$ cat src/rtl/pool_ctrl_if.sv
// Handshake bundle between the window sequencer, its element source, the
// max-pool stage and the result consumer.
interface pool_ctrl_if #(
   parameter int NUM_WIDTH  = 16,
   parameter int SIZE_WIDTH = 8
) ();
   logic        [SIZE_WIDTH-1:0] cfg_size;
   logic signed [NUM_WIDTH-1:0]  up_data;
   logic                         up_valid;
   logic                         up_ready;
   logic                         pool_restart;
   logic signed [NUM_WIDTH-1:0]  pool_data;
   logic                         pool_valid;
   logic signed [NUM_WIDTH-1:0]  pool_result;
   logic signed [NUM_WIDTH-1:0]  dn_data;
   logic                         dn_valid;
   logic                         dn_ready;

   // Environment side: element source, pool stage result and result sink.
   modport master (
      output cfg_size, up_data, up_valid, pool_result, dn_ready,
      input  up_ready, pool_restart, pool_data, pool_valid, dn_data, dn_valid
   );

   modport slave (
      input  cfg_size, up_data, up_valid, pool_result, dn_ready,
      output up_ready, pool_restart, pool_data, pool_valid, dn_data, dn_valid
   );
endinterface

$ cat src/rtl/pool_ctrl.sv
// Window sequencer for the max-pool stage: frames the element stream into
// windows, captures each settled window maximum and re-emits it via a FIFO.
module pool_ctrl #(
   parameter int NUM_WIDTH  = 16,
   parameter int SIZE_WIDTH = 8,
   parameter int OUT_DEPTH  = 4
) (
   input logic        clk,
   input logic        rst,
   pool_ctrl_if.slave bus
);
   localparam int AW = $clog2(OUT_DEPTH);
   localparam int CW = AW + 2;

   logic        [SIZE_WIDTH-1:0] elem_cnt;
   logic        [SIZE_WIDTH-1:0] size;
   logic        [SIZE_WIDTH-1:0] cur_size;
   logic                         is_last;
   logic                         accept;
   logic        [3:0]            last_dl;
   logic signed [NUM_WIDTH-1:0]  mem [OUT_DEPTH];
   logic        [AW-1:0]         wr_ptr;
   logic        [AW-1:0]         rd_ptr;
   logic        [AW:0]           count;
   logic        [CW-1:0]         credits_used;
   logic                         push;
   logic                         pop;

   // On the first element of a window the size comes straight from cfg_size,
   // so the last-element decision is correct even for single-element windows.
   always_comb begin
      // NOTE: every always_comb output gets a default first so no path can
      // leave it unassigned and infer a latch.
      cur_size = size;
      if (elem_cnt == '0)
         cur_size = (bus.cfg_size == '0) ? SIZE_WIDTH'(1) : bus.cfg_size;
      is_last = (elem_cnt == cur_size - SIZE_WIDTH'(1));
   end

   // Results still in the pool pipeline already own a FIFO slot.
   assign credits_used = CW'(count) + CW'(last_dl[0]) + CW'(last_dl[1])
                       + CW'(last_dl[2]) + CW'(last_dl[3]);

   assign bus.up_ready     = !rst && !(is_last && (credits_used >= CW'(OUT_DEPTH)));
   assign accept           = bus.up_valid && bus.up_ready;
   assign bus.pool_data    = bus.up_data;
   assign bus.pool_valid   = accept;
   assign bus.pool_restart = accept && (elem_cnt == '0);

   assign push         = last_dl[3];
   assign bus.dn_valid = (count != '0);
   assign pop          = bus.dn_valid && bus.dn_ready;
   assign bus.dn_data  = bus.dn_valid ? mem[rd_ptr] : '0;

   // NOTE: sequential state uses non-blocking assignments so every register
   // samples pre-edge values regardless of statement order.
   always_ff @(posedge clk) begin
      if (rst) begin
         elem_cnt <= '0;
         size     <= '0;
         last_dl  <= '0;
         wr_ptr   <= '0;
         rd_ptr   <= '0;
         count    <= '0;
      end else begin
         last_dl <= {last_dl[2:0], accept && is_last};
         if (accept) begin
            if (elem_cnt == '0)
               size <= cur_size;
            elem_cnt <= is_last ? '0 : elem_cnt + SIZE_WIDTH'(1);
         end
         if (push)
            wr_ptr <= wr_ptr + AW'(1);
         if (pop)
            rd_ptr <= rd_ptr + AW'(1);
         case ({push, pop})
            2'b10:   count <= count + (AW+1)'(1);
            2'b01:   count <= count - (AW+1)'(1);
            default: count <= count;
         endcase
      end
   end

   // Slot 4 of the delay line lines up with the cycle the pool's held max
   // is final; the next window may overwrite it on this very edge.
   // NOTE: the FIFO storage is not reset; the pointers and count are, so
   // stale entries are never visible.
   always_ff @(posedge clk) begin
      if (push)
         mem[wr_ptr] <= bus.pool_result;
   end
endmodule

$ cat src/flat_wrapper.sv
// flat-port wrapper written by rule: the top's interface ports become plain ports
module pool_ctrl_flat 
#(
   parameter int NUM_WIDTH  = 16,
   parameter int SIZE_WIDTH = 8,
   parameter int OUT_DEPTH  = 4
)
  (clk, rst, bus_cfg_size, bus_up_data, bus_up_valid, bus_pool_result, bus_dn_ready, bus_up_ready, bus_pool_restart, bus_pool_data, bus_pool_valid, bus_dn_data, bus_dn_valid);
  pool_ctrl_if #(.NUM_WIDTH(NUM_WIDTH), .SIZE_WIDTH(SIZE_WIDTH)) bus_i ();
  input logic clk;
  input logic rst;
  input wire logic [$bits(bus_i.cfg_size)-1:0] bus_cfg_size;
  input wire logic [$bits(bus_i.up_data)-1:0] bus_up_data;
  input wire logic [$bits(bus_i.up_valid)-1:0] bus_up_valid;
  input wire logic [$bits(bus_i.pool_result)-1:0] bus_pool_result;
  input wire logic [$bits(bus_i.dn_ready)-1:0] bus_dn_ready;
  output wire logic [$bits(bus_i.up_ready)-1:0] bus_up_ready;
  output wire logic [$bits(bus_i.pool_restart)-1:0] bus_pool_restart;
  output wire logic [$bits(bus_i.pool_data)-1:0] bus_pool_data;
  output wire logic [$bits(bus_i.pool_valid)-1:0] bus_pool_valid;
  output wire logic [$bits(bus_i.dn_data)-1:0] bus_dn_data;
  output wire logic [$bits(bus_i.dn_valid)-1:0] bus_dn_valid;
  assign bus_i.cfg_size = bus_cfg_size;
  assign bus_i.up_data = bus_up_data;
  assign bus_i.up_valid = bus_up_valid;
  assign bus_i.pool_result = bus_pool_result;
  assign bus_i.dn_ready = bus_dn_ready;
  assign bus_up_ready = bus_i.up_ready;
  assign bus_pool_restart = bus_i.pool_restart;
  assign bus_pool_data = bus_i.pool_data;
  assign bus_pool_valid = bus_i.pool_valid;
  assign bus_dn_data = bus_i.dn_data;
  assign bus_dn_valid = bus_i.dn_valid;
  pool_ctrl #(.NUM_WIDTH(NUM_WIDTH), .SIZE_WIDTH(SIZE_WIDTH), .OUT_DEPTH(OUT_DEPTH)) u_core (.clk(clk), .rst(rst), .bus(bus_i));
endmodule
$ cat config.mk
export PLATFORM = sky130hd
export DESIGN_NAME = pool_ctrl_flat
export DESIGN_NICKNAME = d
export VERILOG_FILES = /design/src/rtl/pool_ctrl_if.sv /design/src/rtl/pool_ctrl.sv /design/src/flat_wrapper.sv
export SDC_FILE = /design/constraint.sdc
export NUM_CORES = 1
export LEC_CHECK = 0
export BUFFER_PORTS_ARGS = -buffer_cell sky130_fd_sc_hd__buf_2
export CAP_MARGIN = 25
export CELL_PAD_IN_SITES_DETAIL_PLACEMENT = 1
export CELL_PAD_IN_SITES_GLOBAL_PLACEMENT = 2
export CORE_MARGIN = 5
export CORE_UTILIZATION = 38
export CTS_CLUSTER_DIAMETER = 150
export CTS_CLUSTER_SIZE = 16
export DETAILED_ROUTE_END_ITERATION = 10
export MAX_ROUTING_LAYER = met4
export PLACE_DENSITY_LB_ADDON = 0.1
export SYNTH_ARGS = -nofsm -noshare
export SYNTH_HDL_FRONTEND = slang
export SYNTH_SLANG_ARGS = --single-unit
$ cat constraint.sdc
create_clock -name clk -period 5.5 [get_ports clk]
set_input_delay 1.1 -clock clk [delete_from_list [all_inputs] [get_ports clk]]
set_output_delay 1.1 -clock clk [all_outputs]
set_load 0.005 [all_outputs]
# Word-level counts from Yosys, hierarchy flattened
# Memories as Yosys holds them, arrays and structs flattened. A register that Yosys moved wholly into a read port is not among the register bits.
# Index checks and enable logic that the tools add are counted.
[op_classes] magnitude_cmp=1 n_reduce_logical=13 add_sub_neg=10 muxes=9 eq_ne=3
[op_table] cell="8-bit 2-to-1 mux" count=3
[op_table] cell="8-bit zero test" count=2
[op_table] cell="16-bit 2-to-1 mux" count=1
[op_table] cell="4-bit by 1-bit adder with 4-bit output" count=3
[op_table] cell="8-bit by 1-bit adder with 8-bit output (second input constant)" count=1
[op_table] cell="8-bit equality test" count=1
[op_table] cell="8-bit by 1-bit subtractor with 8-bit output (second input constant)" count=1
[op_table] cell="1-bit logical AND" count=6
[op_table] cell="3-bit one-hot mux with 2 select lines" count=1
[op_table] cell="2-bit by 1-bit adder with 2-bit output (second input constant)" count=2
[op_table] cell="3-bit by 1-bit adder with 4-bit output" count=1
[op_table] cell="4-bit by 3-bit >= comparator with 1-bit output (second input constant)" count=1
[op_table] cell="2-bit 2-to-1 mux" count=2
[op_table] cell="3-bit by 1-bit adder with 3-bit output (second input constant)" count=1
[op_table] cell="3-bit nonzero test" count=1
[op_table] cell="3-bit by 1-bit subtractor with 3-bit output (second input constant)" count=1
[op_table] cell="2-bit by 1-bit equality test with 1-bit output (second input constant)" count=1
[op_table] cell="2-bit equality test (second input constant)" count=1
[op_table] cell="1-bit zero test" count=2
[op_table] cell="1-bit 2-to-1 mux" count=2
[op_table] cell="2-bit AND reduction" count=1
[op_table] cell="2-bit nonzero test" count=1
[word_totals] regBits=27 mem_bits_rw=64 out_inout_bits=36 mem_count=1 wordCells=43
[mem_list] memory="u_core.mem" depth=4 word_bits=16 rd=1 rd_clocked_by_memory_dff=1 wr=1 line="pool_ctrl.sv:21" text="logic signed [NUM_WIDTH-1:0] mem [OUT_DEPTH];"

# Depth between registers and ports, before layout
[logic_depth] word_depth=10 ltp_mapped=16 ltp_nobuf=14

# Worst setup path before layout
# Ideal clock, no wire load.
[synth_timing] path_type="input port to output port" from="input bus_cfg_size[3]" to="output bus_pool_restart" slack_ns=1.018 t_arrival_ns=3.382 stages=12 t_required_ns=4.400 path_cell_list="nor4_1 -> a21oi_1 -> o21a_1 -> ha_1 -> or4b_2 -> nor4_1 -> a31oi_1 -> xnor2_1 -> nand4_2 -> nor3_4 -> nor3_2 -> buf_6"
[synth_between] elab_chain_len=10
[synth_lines] item="start: declaration" line="flat_wrapper.sv:12" text="input wire logic [$bits(bus_i.cfg_size)-1:0] bus_cfg_size;"
[synth_lines] item="8-bit zero test" line="pool_ctrl.sv:36" text="cur_size = (bus.cfg_size == '0) ? SIZE_WIDTH'(1) : bus.cfg_size;"
[synth_lines] item="8-bit 2-to-1 mux *" line="pool_ctrl.sv:36"
[synth_lines] item="8-bit 2-to-1 mux *" line="pool_ctrl.sv:35" text="if (elem_cnt == '0)"
[synth_lines] item="8-bit by 1-bit subtractor with 8-bit output *" line="pool_ctrl.sv:37" text="is_last = (elem_cnt == cur_size - SIZE_WIDTH'(1));"
[synth_lines] item="8-bit equality test *" line="pool_ctrl.sv:37"
[synth_lines] item="1-bit logical AND *" line="pool_ctrl.sv:44" text="assign bus.up_ready = !rst && !(is_last && (credits_used >= CW'(OUT_DEPTH)));"
[synth_lines] item="1-bit zero test *" line="pool_ctrl.sv:44"
[synth_lines] item="1-bit logical AND *" line="pool_ctrl.sv:44"
[synth_lines] item="1-bit logical AND *" line="pool_ctrl.sv:45" text="assign accept = bus.up_valid && bus.up_ready;"
[synth_lines] item="1-bit logical AND *" line="pool_ctrl.sv:48" text="assign bus.pool_restart = accept && (elem_cnt == '0);"
[synth_lines] item="end: declaration" line="flat_wrapper.sv:18" text="output wire logic [$bits(bus_i.pool_restart)-1:0] bus_pool_restart;"
# Every way passes the cells marked *; elsewhere a longest branch is shown, timed or not.

# Worst setup path after layout
[layout_timing] from="register u_core.elem_cnt[1]" to="output bus_pool_valid"
[layout_between] elab_chain_len=8
[layout_lines] item="start: declaration" line="pool_ctrl.sv:15" text="logic [SIZE_WIDTH-1:0] elem_cnt;"
[layout_lines] item="start signal: assignment" line="pool_ctrl.sv:70" text="elem_cnt <= is_last ? '0 : elem_cnt + SIZE_WIDTH'(1);"
[layout_lines] item="8-bit zero test" line="pool_ctrl.sv:35"
[layout_lines] item="8-bit 2-to-1 mux" line="pool_ctrl.sv:35"
[layout_lines] item="8-bit by 1-bit subtractor with 8-bit output" line="pool_ctrl.sv:37"
[layout_lines] item="8-bit equality test *" line="pool_ctrl.sv:37"
[layout_lines] item="1-bit logical AND *" line="pool_ctrl.sv:44"
[layout_lines] item="1-bit zero test *" line="pool_ctrl.sv:44"
[layout_lines] item="1-bit logical AND *" line="pool_ctrl.sv:44"
[layout_lines] item="1-bit logical AND *" line="pool_ctrl.sv:45"
[layout_lines] item="end: declaration" line="flat_wrapper.sv:20" text="output wire logic [$bits(bus_i.pool_valid)-1:0] bus_pool_valid;"
# Marks and branches as above.

==> run metrics <==
Crit path buffers/inverters 2; Synth area leaders edfxtp_1 43%, dfxtp_1 13%, mux4_2 8.0%; Flop pwr share 0.487; Starting DRT DRC Count about 120; Slew @ Worst Pin between 800 and 900 ps; Initial Util 0.3915; CP max stage delay roughly 640 ps; max_cap viols 0; cts repair resizes 0; core area roughly 0.012 sq mm; final hold vios 0; P_int about 1.2 mW; syn_area_per_cell around 13 sq um; I/O pin total 80; pin count of the biggest net entering global routing 38; delay-heaviest family, CP simple AND/OR/NAND/NOR gates; CTS tree yes; DR WL/cell 18.70 um; All-Layer GR Usage 0.1479; crit path to bus_pool_valid; Yosys reg bits 93; clock root cell clkbuf_16; ant diodes 0; Slowest-stage cell, CP or4b_2; RR Startpoint u_core.elem_cnt[1]; Clock Power Share 0.434; synthesized instance count 340; HPWL Detailed between 6000 and 7000 um; CTS H-tree depth 3; cell with the most instances after synthesis edfxtp_1; area delta synth->final 12.93%; die area around 0.014 sq mm; Crit. End Element output port; yosys warns 0; Critical Path Start Type flip-flop; IO Port Bufs 47; Storage cell area 0.002502 sq mm; Main synth FF type edfxtp_1; TritonCTS Buffers 9; Switching Power 0.3467 mW; period utilization 0.9299; Crit path arrival time around 4000 ps; critical path depth in cells 14; post-synth cell types 57; Crit Path Category reg2out; Rel. slew slack 0.4201; final setup vio count 0; outcome completed; Final nets approximately 430; Hold Buf Count CTS 0; Syn Nets between 300 and 400; residual DRC count 0; maximum vdd ir drop between 0.1 and 0.15 mV; GP Congestion around 0.78; fraction of layout cells with a size suffix above 1 0.2698; ys async rst share 0; fin crit period 5115 ps; Most common cell on crit path ha_1; die height 118.9 um; Clock Pin Slew Worst Setup and Hold Paths around 70 ps; CP cell instances inv_1 > ha_1 > or4b_4 > o21ai_0 > o21a_1 > ha_1 > or4b_2 > nor4_1 > a31oi_1 > xnor2_1 > nand4_2 > nor3_4 > nor2_1 > buf_2; Reg2Reg Setup Slack 1390 ps; initial antenna violation count 0; area leader, netlist edfxtp_1; Critical Path RT between 4000 and 5000 ps; Leak between 1.5 and 2 nW; first-pass GRT wire length approximately 16000 um; Multi-input gate area 0.001747 sq mm; Clock Sinks 93; fmax approximately 200 MHz; Post-CTS Setup Inserts 0; Reg2Reg Capture Point u_core.size[0]; wire length after detailed routing around 9700 um; Synth Cell Area approximately 0.0045 sq mm; Clock Tree Buf Depth 2; Finished Cell Area a little over 0.005 sq mm; critical-path maximum fanout 5; DRT antenna net count 0; top cell type's share of synthesized area 0.4263; combinational share of power 0.079; RSZ-0062 raised after global routing no; power per cell area roughly 300 mW/mm^2; First-pass DRT Iterations 4; Min-Delay Path Class reg2reg; via count between 2k and 3k; Worst R2R Path Depth 15; Area after DPL roughly 0.0047 sq mm; EDFF count, synth 64; Rows 39; vias in the first global route 2936; Horiz. Die Dim approximately 120 um; clk_lat worst skew roughly 340 ps; top post-synthesis cells by count 64 x edfxtp_1, 29 x dfxtp_1, 26 x nor2_1, 21 x and2_1, 18 x buf_4; register area share after synthesis 0.5551; DR vias/cell 5.263; final max-slew violation count 0; grt ovf 0; Fin Clk Skew approximately 5.5 ps; Worst Setup SP u_core.elem_cnt[1]; setup TNS 0 ps; Fill cells 1229; sw frac 0.2228
-- cell type report --
type                            count  area share
Multi-Input combinational cell    203      0.3431
Inverter                           10    0.007373
Timing Repair Buffer               56     0.05947
Clock buffer                       10     0.04497
Tap cell                          143     0.03514
Clock inverter                      6     0.01843
Sequential cell                    93      0.4915
-- placed cells by master (no fill, tap or decap), types with 3 or more instances in the layout --
cell       synthesis  routed
a211oi_1           8       8
a21oi_1            7       7
a22o_1             6       6
and2_1            21      21
and3_1             5       5
buf_2              3      47
buf_4             18       9
clkbuf_16          0       9
dfxtp_1           29      29
edfxtp_1          64      64
ha_1              10      10
inv_1             10      10
mux2i_1           12      12
mux4_2            16      16
nand2_1            4       4
nand2b_1          16      16
nand3_1            3       3
nor2_1            26      26
nor2b_1            6       6
nor3_1             6       6
nor4_1             3       3
o21ai_0            4       4
or3_1              3       3
xnor2_1            6       6
xor2_1             6       6
-- registers in the layout (all words and copies together), names as in the netlist, named ones only --
name and flops:
u_core.mem 64, u_core.elem_cnt 8, u_core.size 8, u_core.last_dl 4, u_core.count 3, u_core.rd_ptr 2
u_core.wr_ptr 2
-- worst register-to-register path: cells and delay by family, from the launching register on --
kind / cells / cell delay, ps
compound gates: 3 / 530
xor+xnor: 1 / 200
buf+inv: 2 / 270
mux: 1 / 300
flops: 1 / 350
simple gates: 6 / 1970
fa+ha+maj: 2 / 390
-- stage by stage --
| stage | util | setup slack, ps | power [mW] | hold WS (ps) | std cells |
|---|---|---|---|---|---|
| after floorplan | - | 1018 | 0.8639 | 438.5 | 340 |
| after global placement | 0.4121 | 534.4 | 0.8937 | 459.1 | 502 |
| after detailed placement | 0.4121 | 462.2 | 0.8933 | 459.0 | 502 |
| after CTS | 0.4401 | 208.1 | 1.575 | 468.4 | 518 |
| after global routing | 0.4421 | 97.13 | 1.617 | 482.6 | 521 |
| final | 0.4421 | 385.3 | 1.556 | 465.8 | 521 |
-- how the worst min path moves through the flow --
stage	startpoint	cells past startpoint	end	slack, ps
4_1_cts	u_core.last_dl[1]	1	u_core.last_dl[2]	470
3_5_place_dp	u_core.last_dl[1]	1	u_core.last_dl[2]	460
5_1_grt	u_core.last_dl[1]	1	u_core.last_dl[2]	480
6_report	u_core.last_dl[1]	1	u_core.last_dl[2]	470
2_1_floorplan	u_core.last_dl[1]	1	u_core.last_dl[2]	440
3_3_place_gp	u_core.last_dl[1]	1	u_core.last_dl[2]	460
-- power groups by stage --
stage               Clock, mW  Sequential (mW)  Combinational (mW)
floorplan                   0            0.772              0.0919
global route            0.723            0.758               0.135
finish                  0.675            0.758               0.123
detailed placement          0            0.774               0.120
global placement            0            0.774               0.120
CTS                     0.696            0.758               0.120
-- metal layers --
metal,wire length [um],share of wire,GRT usage,up-vias
li1,-,-,-,1303
met1,4185,0.43,0.1634,1372
met2,5013,0.51,0.2551,46
met3,299,0.031,0.02891,21
met4,243,0.025,0.07458,0
met5,0,0,-,-
-- cells by family (layout without fill, tap and decap cells) --
| logic type | Yosys count | in the layout | synth area share |
|---|---|---|---|
| compound gates | 41 | 41 | 0.06800 |
| xor+xnor | 13 | 13 | 0.02692 |
| simple gates | 107 | 107 | 0.1435 |
| mux | 30 | 30 | 0.1124 |
| buf+inv | 44 | 82 | 0.05745 |
| flops | 93 | 93 | 0.5551 |
| fa+ha+maj | 12 | 12 | 0.03664 |
(Power assumes the default switching activity.)
